$ cat src/rtl/badvaddr_bank_if.sv
// badvaddr_bank_if
//   Bundle of the fault-reporting and handler-side signals of badvaddr_bank.
//   master : pipeline/handler side (drives strobes, addresses, ack and pop)
//   slave  : badvaddr_bank itself (drives architectural value and history view)
//   Signals:
//     addr_err   [NSRC]      per-source address-error strobe
//     badvaddr_p [NSRC*AW]   packed fault addresses, source i at [i*AW +: AW]
//     exc_ack                handler return, releases lock and clears overflow
//     r_h                    handler pop of the history head
//     read_data  [AW]        architectural BadVAddr
//     cap_src    [SW]        source index of read_data
//     locked                 BadVAddr held until exc_ack
//     hist_data  [AW]        history head address (0 when empty)
//     hist_src   [SW]        history head source (0 when empty)
//     hist_valid             history non-empty
//     hist_count [CW]        entries held, 0..DEPTH
//     overflow               sticky: a fault was dropped on a full history
interface badvaddr_bank_if #(
    parameter int AW    = 32,
    parameter int NSRC  = 3,
    parameter int DEPTH = 4
);
    localparam int SW = (NSRC > 1) ? $clog2(NSRC) : 1;
    localparam int CW = $clog2(DEPTH + 1);

    logic [NSRC-1:0]    addr_err;
    logic [NSRC*AW-1:0] badvaddr_p;
    logic               exc_ack;
    logic               r_h;
    logic [AW-1:0]      read_data;
    logic [SW-1:0]      cap_src;
    logic               locked;
    logic [AW-1:0]      hist_data;
    logic [SW-1:0]      hist_src;
    logic               hist_valid;
    logic [CW-1:0]      hist_count;
    logic               overflow;

    modport master (
        output addr_err, badvaddr_p, exc_ack, r_h,
        input  read_data, cap_src, locked, hist_data, hist_src,
               hist_valid, hist_count, overflow
    );

    modport slave (
        input  addr_err, badvaddr_p, exc_ack, r_h,
        output read_data, cap_src, locked, hist_data, hist_src,
               hist_valid, hist_count, overflow
    );
endinterface

$ cat src/rtl/badvaddr_bank.sv
// badvaddr_bank
//   Multi-source BadVAddr register. The lowest-indexed faulting source wins,
//   its address is latched into read_data and held (locked) until the handler
//   acknowledges with exc_ack. Every winning fault is also pushed into a
//   DEPTH-entry history FIFO which the handler drains with r_h.
//   Ports:
//     clk   rising-edge clock
//     rst   asynchronous active-low reset
//     bus   badvaddr_bank_if.slave (strobes, addresses, ack/pop, outputs)
module badvaddr_bank #(
    parameter int AW    = 32,
    parameter int NSRC  = 3,
    parameter int DEPTH = 4
) (
    input  logic              clk,
    input  logic              rst,
    badvaddr_bank_if.slave    bus
);
    localparam int SW = (NSRC > 1) ? $clog2(NSRC) : 1;
    localparam int CW = $clog2(DEPTH + 1);
    localparam int PW = $clog2(DEPTH);

    typedef enum logic {
        ST_UNLOCKED = 1'b0,
        ST_LOCKED   = 1'b1
    } state_t;

    // Lowest set bit of the strobe vector.
    function automatic logic [SW-1:0] first_set(input logic [NSRC-1:0] vec);
        logic [SW-1:0] idx;
        idx = {SW{1'b0}};
        for (int i = NSRC - 1; i >= 0; i--) begin
            if (vec[i]) begin
                idx = SW'(i);
            end else begin
                idx = idx;
            end
        end
        return idx;
    endfunction

    state_t          state_r;
    logic [AW-1:0]   read_data_r;
    logic [SW-1:0]   cap_src_r;
    logic            locked_r;
    logic            overflow_r;
    logic [PW-1:0]   wr_ptr_r;
    logic [PW-1:0]   rd_ptr_r;
    logic [CW-1:0]   count_r;
    logic [AW-1:0]   mem_addr_r [DEPTH];
    logic [SW-1:0]   mem_src_r  [DEPTH];

    logic            any_err_s;
    logic [SW-1:0]   win_src_s;
    logic [AW-1:0]   win_addr_s;
    logic            full_s;
    logic            empty_s;
    logic            pop_s;
    logic            push_ok_s;
    logic            drop_s;

    // Winner selection and FIFO handshake decode.
    always_comb begin
        any_err_s  = |bus.addr_err;
        win_src_s  = first_set(bus.addr_err);
        win_addr_s = bus.badvaddr_p[int'(win_src_s) * AW +: AW];
        full_s     = (count_r == CW'(DEPTH));
        empty_s    = (count_r == {CW{1'b0}});
        // A pop on an empty FIFO is ignored, even if a push lands the same cycle.
        pop_s      = bus.r_h & ~empty_s;
        // A full FIFO still accepts a push when a pop frees the head slot.
        push_ok_s  = any_err_s & (~full_s | pop_s);
        drop_s     = any_err_s & full_s & ~pop_s;
    end

    // History FIFO storage, wrapping pointers and occupancy count.
    always_ff @(posedge clk or negedge rst) begin
        if (!rst) begin
            wr_ptr_r <= {PW{1'b0}};
            rd_ptr_r <= {PW{1'b0}};
            count_r  <= {CW{1'b0}};
            for (int i = 0; i < DEPTH; i++) begin
                mem_addr_r[i] <= {AW{1'b0}};
                mem_src_r[i]  <= {SW{1'b0}};
            end
        end else begin
            if (push_ok_s) begin
                mem_addr_r[wr_ptr_r] <= win_addr_s;
                mem_src_r[wr_ptr_r]  <= win_src_s;
                wr_ptr_r             <= wr_ptr_r + PW'(1);
            end else begin
                wr_ptr_r <= wr_ptr_r;
            end
            if (pop_s) begin
                rd_ptr_r <= rd_ptr_r + PW'(1);
            end else begin
                rd_ptr_r <= rd_ptr_r;
            end
            case ({push_ok_s, pop_s})
                2'b10:   count_r <= count_r + CW'(1);
                2'b01:   count_r <= count_r - CW'(1);
                default: count_r <= count_r;
            endcase
        end
    end

    // Sticky overflow; a same-cycle drop wins over the clearing ack.
    always_ff @(posedge clk or negedge rst) begin
        if (!rst) begin
            overflow_r <= 1'b0;
        end else if (drop_s) begin
            overflow_r <= 1'b1;
        end else if (bus.exc_ack) begin
            overflow_r <= 1'b0;
        end else begin
            overflow_r <= overflow_r;
        end
    end

    // Lock FSM with the architectural BadVAddr value as registered outputs.
    always_ff @(posedge clk or negedge rst) begin
        if (!rst) begin
            state_r     <= ST_UNLOCKED;
            locked_r    <= 1'b0;
            read_data_r <= {AW{1'b0}};
            cap_src_r   <= {SW{1'b0}};
        end else begin
            case (state_r)
                ST_UNLOCKED: begin
                    if (any_err_s) begin
                        state_r     <= ST_LOCKED;
                        locked_r    <= 1'b1;
                        read_data_r <= win_addr_s;
                        cap_src_r   <= win_src_s;
                    end else begin
                        state_r  <= ST_UNLOCKED;
                        locked_r <= 1'b0;
                    end
                end
                ST_LOCKED: begin
                    if (any_err_s && bus.exc_ack) begin
                        // Release and immediate re-capture in one cycle.
                        state_r     <= ST_LOCKED;
                        locked_r    <= 1'b1;
                        read_data_r <= win_addr_s;
                        cap_src_r   <= win_src_s;
                    end else if (bus.exc_ack) begin
                        state_r  <= ST_UNLOCKED;
                        locked_r <= 1'b0;
                    end else begin
                        state_r  <= ST_LOCKED;
                        locked_r <= 1'b1;
                    end
                end
                default: begin
                    state_r  <= ST_UNLOCKED;
                    locked_r <= 1'b0;
                end
            endcase
        end
    end

    assign bus.read_data  = read_data_r;
    assign bus.cap_src    = cap_src_r;
    assign bus.locked     = locked_r;
    assign bus.overflow   = overflow_r;
    assign bus.hist_count = count_r;
    assign bus.hist_valid = ~empty_s;
    // Head is read straight from storage and masked to zero when empty.
    assign bus.hist_data  = empty_s ? {AW{1'b0}} : mem_addr_r[rd_ptr_r];
    assign bus.hist_src   = empty_s ? {SW{1'b0}} : mem_src_r[rd_ptr_r];

endmodule

$ cat src/flat_wrapper.sv
// flat-port wrapper written by rule: the top's interface ports become plain ports
module badvaddr_bank_flat 
#(
    parameter int AW    = 32,
    parameter int NSRC  = 3,
    parameter int DEPTH = 4
)
  (clk, rst, bus_addr_err, bus_badvaddr_p, bus_exc_ack, bus_r_h, bus_read_data, bus_cap_src, bus_locked, bus_hist_data, bus_hist_src, bus_hist_valid, bus_hist_count, bus_overflow);
  badvaddr_bank_if #(.AW(AW), .NSRC(NSRC), .DEPTH(DEPTH)) bus_i ();
  input  logic clk;
  input  logic rst;
  input wire logic [$bits(bus_i.addr_err)-1:0] bus_addr_err;
  input wire logic [$bits(bus_i.badvaddr_p)-1:0] bus_badvaddr_p;
  input wire logic [$bits(bus_i.exc_ack)-1:0] bus_exc_ack;
  input wire logic [$bits(bus_i.r_h)-1:0] bus_r_h;
  output wire logic [$bits(bus_i.read_data)-1:0] bus_read_data;
  output wire logic [$bits(bus_i.cap_src)-1:0] bus_cap_src;
  output wire logic [$bits(bus_i.locked)-1:0] bus_locked;
  output wire logic [$bits(bus_i.hist_data)-1:0] bus_hist_data;
  output wire logic [$bits(bus_i.hist_src)-1:0] bus_hist_src;
  output wire logic [$bits(bus_i.hist_valid)-1:0] bus_hist_valid;
  output wire logic [$bits(bus_i.hist_count)-1:0] bus_hist_count;
  output wire logic [$bits(bus_i.overflow)-1:0] bus_overflow;
  assign bus_i.addr_err = bus_addr_err;
  assign bus_i.badvaddr_p = bus_badvaddr_p;
  assign bus_i.exc_ack = bus_exc_ack;
  assign bus_i.r_h = bus_r_h;
  assign bus_read_data = bus_i.read_data;
  assign bus_cap_src = bus_i.cap_src;
  assign bus_locked = bus_i.locked;
  assign bus_hist_data = bus_i.hist_data;
  assign bus_hist_src = bus_i.hist_src;
  assign bus_hist_valid = bus_i.hist_valid;
  assign bus_hist_count = bus_i.hist_count;
  assign bus_overflow = bus_i.overflow;
  badvaddr_bank #(.AW(AW), .NSRC(NSRC), .DEPTH(DEPTH)) u_core (.clk(clk), .rst(rst), .bus(bus_i));
endmodule
$ cat config.mk
export PLATFORM = sky130hd
export DESIGN_NAME = badvaddr_bank_flat
export DESIGN_NICKNAME = d
export VERILOG_FILES = /design/src/rtl/badvaddr_bank_if.sv /design/src/rtl/badvaddr_bank.sv /design/src/flat_wrapper.sv
export SDC_FILE = /design/constraint.sdc
export NUM_CORES = 1
export LEC_CHECK = 0
export CAP_MARGIN = 40
export CORE_MARGIN = 5
export CORE_UTILIZATION = 54
export DETAILED_ROUTE_END_ITERATION = 8
export PLACE_DENSITY = 0.82
export RECOVER_POWER = 25
export SLEW_MARGIN = 10
export SYNTH_ARGS = -nofsm -noshare
export SYNTH_HDL_FRONTEND = slang
export SYNTH_SLANG_ARGS = --single-unit
$ cat constraint.sdc
create_clock -name clk -period 2.73 [get_ports clk]
set_input_delay 0.4095 -clock clk [delete_from_list [all_inputs] [get_ports clk]]
set_output_delay 0.4095 -clock clk [all_outputs]
set_load 0.05 [all_outputs]
Word level (Yosys, flattened, before mapping):

Index checks and enable logic that the tools add are counted.

* eq/ne operators: 5
* multiplexer cells: 30
* bitwise operators: 11
* $lt $le $gt $ge: 3
* reductions and logical operators: 7
* add/sub/neg operators: 4
* shift operators: 1

Operators with widths (count)
* 2-to-1 mux 32 bit: 6
* bitwise mux 128 bit: 1
* indexed part select 96 x 8 -> 32 bit: 1
* binary-select mux 32 bit (select 2 bit): 1
* demux 32 bit (select 2 bit): 1
* case mux 32 bit (2 select lines): 1
* 2-to-1 mux 2 bit: 9
* bitwise mux 8 bit: 1
* >= comparator 3 bit (second input constant): 2
* inverter 2 -> 3 bit: 2
* case mux 3 bit (2 select lines): 1
* 2-to-1 mux 1 bit: 5
* adder 2 x 1 -> 2 bit (second input constant): 2
* bitwise AND 1 bit: 4
* binary-select mux 2 bit (select 2 bit): 1
* demux 2 bit (select 2 bit): 1
* inverter 1 bit: 4
* case mux 2 bit (2 select lines): 1
* nonzero test 2 bit: 2
* adder 3 x 1 -> 3 bit (second input constant): 1
* equality test 3 bit (second input constant): 1
* logical NOT 3 bit: 1
* less-than comparator 3 x 1 -> 1 bit (second input constant): 1
* OR reduction 3 bit: 1
* other kinds (9): 10

* logic and storage cells: 76
* output and inout bits: 74
* register bits after elaboration: 179
* bits of input ports: 103

Depth between registers and ports, before layout:

* word-level depth: 7
* depth in mapped cells: 10
* mapped depth without buffers: 6

Worst setup path after synthesis:

No wires, ideal clock.

* kind: flip-flop to flip-flop
* start: register u_core.count_r[1] (netlist: u_core.bus.hist_count[1])
* end: register u_core.count_r[1] (netlist: u_core.bus.hist_count[1])
* stages on the path, launching flop included: 8
* data arrival time: 2.513 ns
* buffers on the path: 1
* data required time: 2.601 ns
* path slack: 0.088 ns
* period minus slack after synthesis: 2.642 ns
* library setup time: 0.129 ns
* path through: dfrtp_1 > or3_1 > clkbuf_1 > nand3_1 > fa_1 > inv_1 > o31ai_1 > o21ai_1

* longest elaborated chain between the ends: 7
* elaborated cells on any way between the ends: 13
* classes of those cells: 2 x add/sub; 3 x eq/ne; 1 x mux; 5 x bitwise; 2 x reduce/logical

Ends and longest elaborated chain
* start: declaration: RTL line badvaddr_bank.sv:49 `logic [CW-1:0] count_r;`
* start signal: assignment: RTL line badvaddr_bank.sv:81 `count_r <= {CW{1'b0}};`
* start signal: assignment: RTL line badvaddr_bank.sv:100 `2'b10: count_r <= count_r + CW'(1);`
* start signal: assignment: RTL line badvaddr_bank.sv:101 `2'b01: count_r <= count_r - CW'(1);`
* logical NOT 3 bit (*): RTL line badvaddr_bank.sv:68 `empty_s = (count_r == {CW{1'b0}});`
* inverter 1 bit (*)
* via bus_hist_valid: RTL line flat_wrapper.sv:21 `output wire logic [$bits(bus_i.hist_valid)-1:0] bus_hist_valid;`
* bitwise AND 1 bit (*): RTL line badvaddr_bank.sv:70 `pop_s = bus.r_h & ~empty_s;`
* bitwise OR 1 bit: RTL line badvaddr_bank.sv:72 `push_ok_s = any_err_s & (~full_s | pop_s);`
* bitwise AND 1 bit: RTL line badvaddr_bank.sv:72
* equality test 2 x 1 -> 1 bit / equality test 2 bit (equally long branches): RTL line badvaddr_bank.sv:99 `case ({push_ok_s, pop_s})`
* case mux 3 bit (2 select lines) / nonzero test 2 bit (equally long branches)

The timed path passes the listed nets; every way through them passes the cells marked *.
A chain may end at the register's enable or synchronous reset.

Final worst setup path:

* start: register u_core.rd_ptr_r[0]
* end: output bus_hist_data[21]

* longest elaborated chain between the ends: 5

Ends and longest elaborated chain
* start: declaration: RTL line badvaddr_bank.sv:48 `logic [PW-1:0] rd_ptr_r;`
* start signal: assignment: RTL line badvaddr_bank.sv:80 `rd_ptr_r <= {PW{1'b0}};`
* start signal: assignment: RTL line badvaddr_bank.sv:95 `rd_ptr_r <= rd_ptr_r + PW'(1);`
* start signal: assignment: RTL line badvaddr_bank.sv:97 `rd_ptr_r <= rd_ptr_r;`
* inverter 2 -> 3 bit (implied by the code): RTL line badvaddr_bank.sv:170 `assign bus.hist_data = empty_s ? {AW{1'b0}} : mem_addr_r[rd_ptr_r];`
* binary-select mux 32 bit (select 2 bit): RTL line badvaddr_bank.sv:170
* 2-to-1 mux 32 bit (implied by the code) (2 in a row): RTL line badvaddr_bank.sv:170
* 2-to-1 mux 32 bit: RTL line badvaddr_bank.sv:170
* end: declaration: RTL line flat_wrapper.sv:19 `output wire logic [$bits(bus_i.hist_data)-1:0] bus_hist_data;`

Every way passes these cells. The select of a mux whose other input is x is not followed.

==> impl_results.md <==
* DRT antenna net count at 0
* Final wirelength at 30,140 um
* First-pass GRT wire length at 49,450 um
* Buffers on Ports at 176
* Yosys reg bits at 179
* Synthesized netlist cell count at 880
* Worst EP required at 2.32 ns
* Initial Util at 0.5510
* Routability congestion estimate at 0.8221
* Layout Cells excl Fill at 1,252
* Register area at 4482 sq um
* Ys async rst share at 1.000
* I/O pin cnt at 177
* CP Class: reg2out
* Post-synth EDFFs at 0
* Largest net degree at the start of global routing at 165
* Die Span Y at 145.6 um
* Worst-Margin Slew at 1.702 ns
* Hold wc startpoint: bus_addr_err[2]
* Netlist Area Pre-Place at 9932 sq um
* CTS H-tree lvls at 4
* Synth Area per Inst at 11.29 sq um
* Clock-pin slew on the worst setup and hold paths at 0.06 ns
* DRC Markers at 0
* P_leak at 4.984 nW
* Antenna violations before repair at 0
* R2R Setup Slk at 0.40 ns
* Clock Path Buffers at 2
* Total grt overflow at 0
* Critical Path End Type: output port
* Sequential fraction of the synthesis area at 0.4510
* CP arrival at 2.10 ns
* First-pass iteration count of the detailed router at 5
* Die Width at 145.6 um
* Worst Hold Depth at 3
* Synth top area cells: dfrtp_1, o31ai_1, mux4_2, or3b_2, and2_1
* Hold worst-path end: u_core.mem_src_r[7]
* TritonCTS clock tree: done
* Die area at 21,210 sq um
* Clock latency on the worst-skew pair at 0.43 ns
* FF-to-FF Start: u_core.bus.hist_count[0]
* # setup viols final at 0
* HPWL Detailed at 18,840 um
* Synth area leader: dfrtp_1
* Slew Limit Fails at 100
* Clock sink total at 179
* Via count at 8,677
* Final Instance Area at 12,780 sq um
* GRT Total Usage at 0.2843
* Main synth FF type: dfrtp_1
* Fillers at 1,247
* Tmin final at 2.509 ns
* Synthesis-to-finish area growth at 28.72%
* Syn nets at 988
* Post-synth top area share at 0.4510
* Violated checks: max-capacitance violations, max-slew violations
* Layout cells sized above 1 at 0.2317
* Placed Cells at 1,219
* Status: finished with violations
* RSZ-0062 raised after global routing: false
* Via/cell ratio at 6.931
* Number of global-route vias before repair at 8,934
* Type of origin of the critical path: register
* Pwr per Cell Area at 1333 nW/um^2
* Maximum vdd ir drop at 1.214 mV
* Core Util, Final at 0.7093
* Final net count at 1,118
* CTS root buf: clkbuf_16
* Most frequent cell after synthesis: o31ai_1
* Period utilisation layout at 0.9192
* Crit Path Max Fanout at 15
* Antenna Cells at 0
* Post-CTS Setup Inserts at 0
* Post-detailed-route wirelength per cell at 24.08 um
* Total negative setup slack at 0 ns
* Count of cell types in the netlist at 41
* Synth top cells by count: o31ai_1, dfrtp_1, clkbuf_1
* Syn. warnings at 0
* CTS Buf Count at 17
* Core Area at 18,020 sq um
* Final WS setup at 0.2205 ns
* Final hold viol count at 0
* Site Rows at 49
* Highest Clock Rate at 0.3985 GHz
* Clock skew at 0.006189 ns
* DR iter-0 viols at 991
* Reg2reg end: u_core.bus.hist_count[2]
* Hold crit path type: in2reg
* Area of the multi-input gates at 4876 sq um
* Slew margin rel. at -0.1346
* DP Area at 12,200 sq um
* Max_cap viols at 2
* Place WS at 0.3378 ns
* Worst r2r path cells at 7
## per-layer routing
layer,track usage,routed length (um),vias up
li1,-,-,3762
met1,0.3938,12060,4322
met2,0.4380,14310,537
met3,0.07225,2992,56
met4,0.1017,780,0
met5,0,0,-
## how the worst max path moves through the flow
stage | cells past startpoint | endpoint | startpoint | slack (ns)
after global placement | 4 | u_core.mem_src_r[2] | bus_r_h | 0.36
after detailed placement | 5 | u_core.mem_addr_r[55] | bus_r_h | 0.34
after CTS | 4 | bus_hist_data[21] | u_core.rd_ptr_r[0] | 0.19
after global routing | 4 | bus_hist_data[20] | u_core.bus.hist_count[0] | 0.13
final | 4 | bus_hist_data[21] | u_core.rd_ptr_r[0] | 0.22
after floorplan | 7 | u_core.bus.hist_count[1] | u_core.bus.hist_count[1] | 0.09
## what timing repair did
action,CTS,global route
endpoints found under the setup margin,0,0
resized for setup,0,0
hold endpoints to repair,31,0
hold buffers,1,0
## logic make-up after synthesis
kind of cell,Yosys count,share of synthesized area
flip-flops,179,0.4510
multiplexers,38,0.08163
buffers and inverters,113,0.06047
XOR/XNOR,3,0.002646
AND/OR/NAND/NOR,130,0.09234
AO/OA/AOI/OAI,412,0.3049
adder cells (fa/ha/maj),5,0.007055
## placed cells by master, fill, tap and decap left out, types with 2 or more instances in the layout
cell and count:
a211o_1 2, a21oi_1 9, a21oi_2 24, a21oi_4 7
a31oi_1 5, and2_1 34, buf_12 47, buf_2 3
buf_4 22, bufinv_16 2, clkbuf_1 6, clkbuf_16 17
clkbuf_8 3, clkdlybuf4s50_1 136, clkinv_4 3, dfrtp_1 177
dfrtp_2 2, dlygate4sd3_1 2, ha_1 4, inv_1 12
mux2_1 3, mux4_2 34, nand2_1 5, nand2b_1 2
nand3_1 3, nand3_4 4, nor2_1 7, nor2b_1 2
o21ai_0 35, o21ai_1 3, o22ai_1 33, o31a_1 2
o31ai_1 290, or2_2 32, or3_1 2, or3b_1 3
or3b_2 29, xnor2_1 3
## critical path, stage by stage, from the launching register on
cell	delay, ns
dfrtp_2	0.38
buf_4	0.32
mux4_2	0.55
and2_1	0.24
buf_12	0.17
## flip-flops by register name (all words and copies together) (netlist names)
register,count
u_core.mem_src_r,8
u_core.bus.hist_count,3
u_core.bus.overflow,1
u_core.state_r,1
u_core.mem_addr_r,128
u_core.bus.read_data,32
u_core.rd_ptr_r,2
u_core.bus.cap_src,2
u_core.wr_ptr_r,2
## metrics by stage
stage	power (mW)	hold slack [ns]
floorplan	10.50	0.1139
global placement	14.34	0.4503
detailed placement	14.55	0.4458
CTS	17.05	0.4429
global route	17.84	0.4822
finish	17.05	0.4683
## cell type report
type | instances | area share
Multi-Input combinational cell | 588 | 0.3814
Sequential cell | 179 | 0.3506
Timing Repair Buffer | 212 | 0.1964
Clock buffer | 25 | 0.03797
Tap cell | 229 | 0.02241
Clock inverter | 7 | 0.007731
Inverter | 12 | 0.003523
## power by group
part           total (mW)  internal (mW)  switching [mW]
clock network        2.43           1.43            1.00
logic                10.2           4.59            5.56
registers            4.47           3.80           0.671
(Power assumes the default switching activity.)
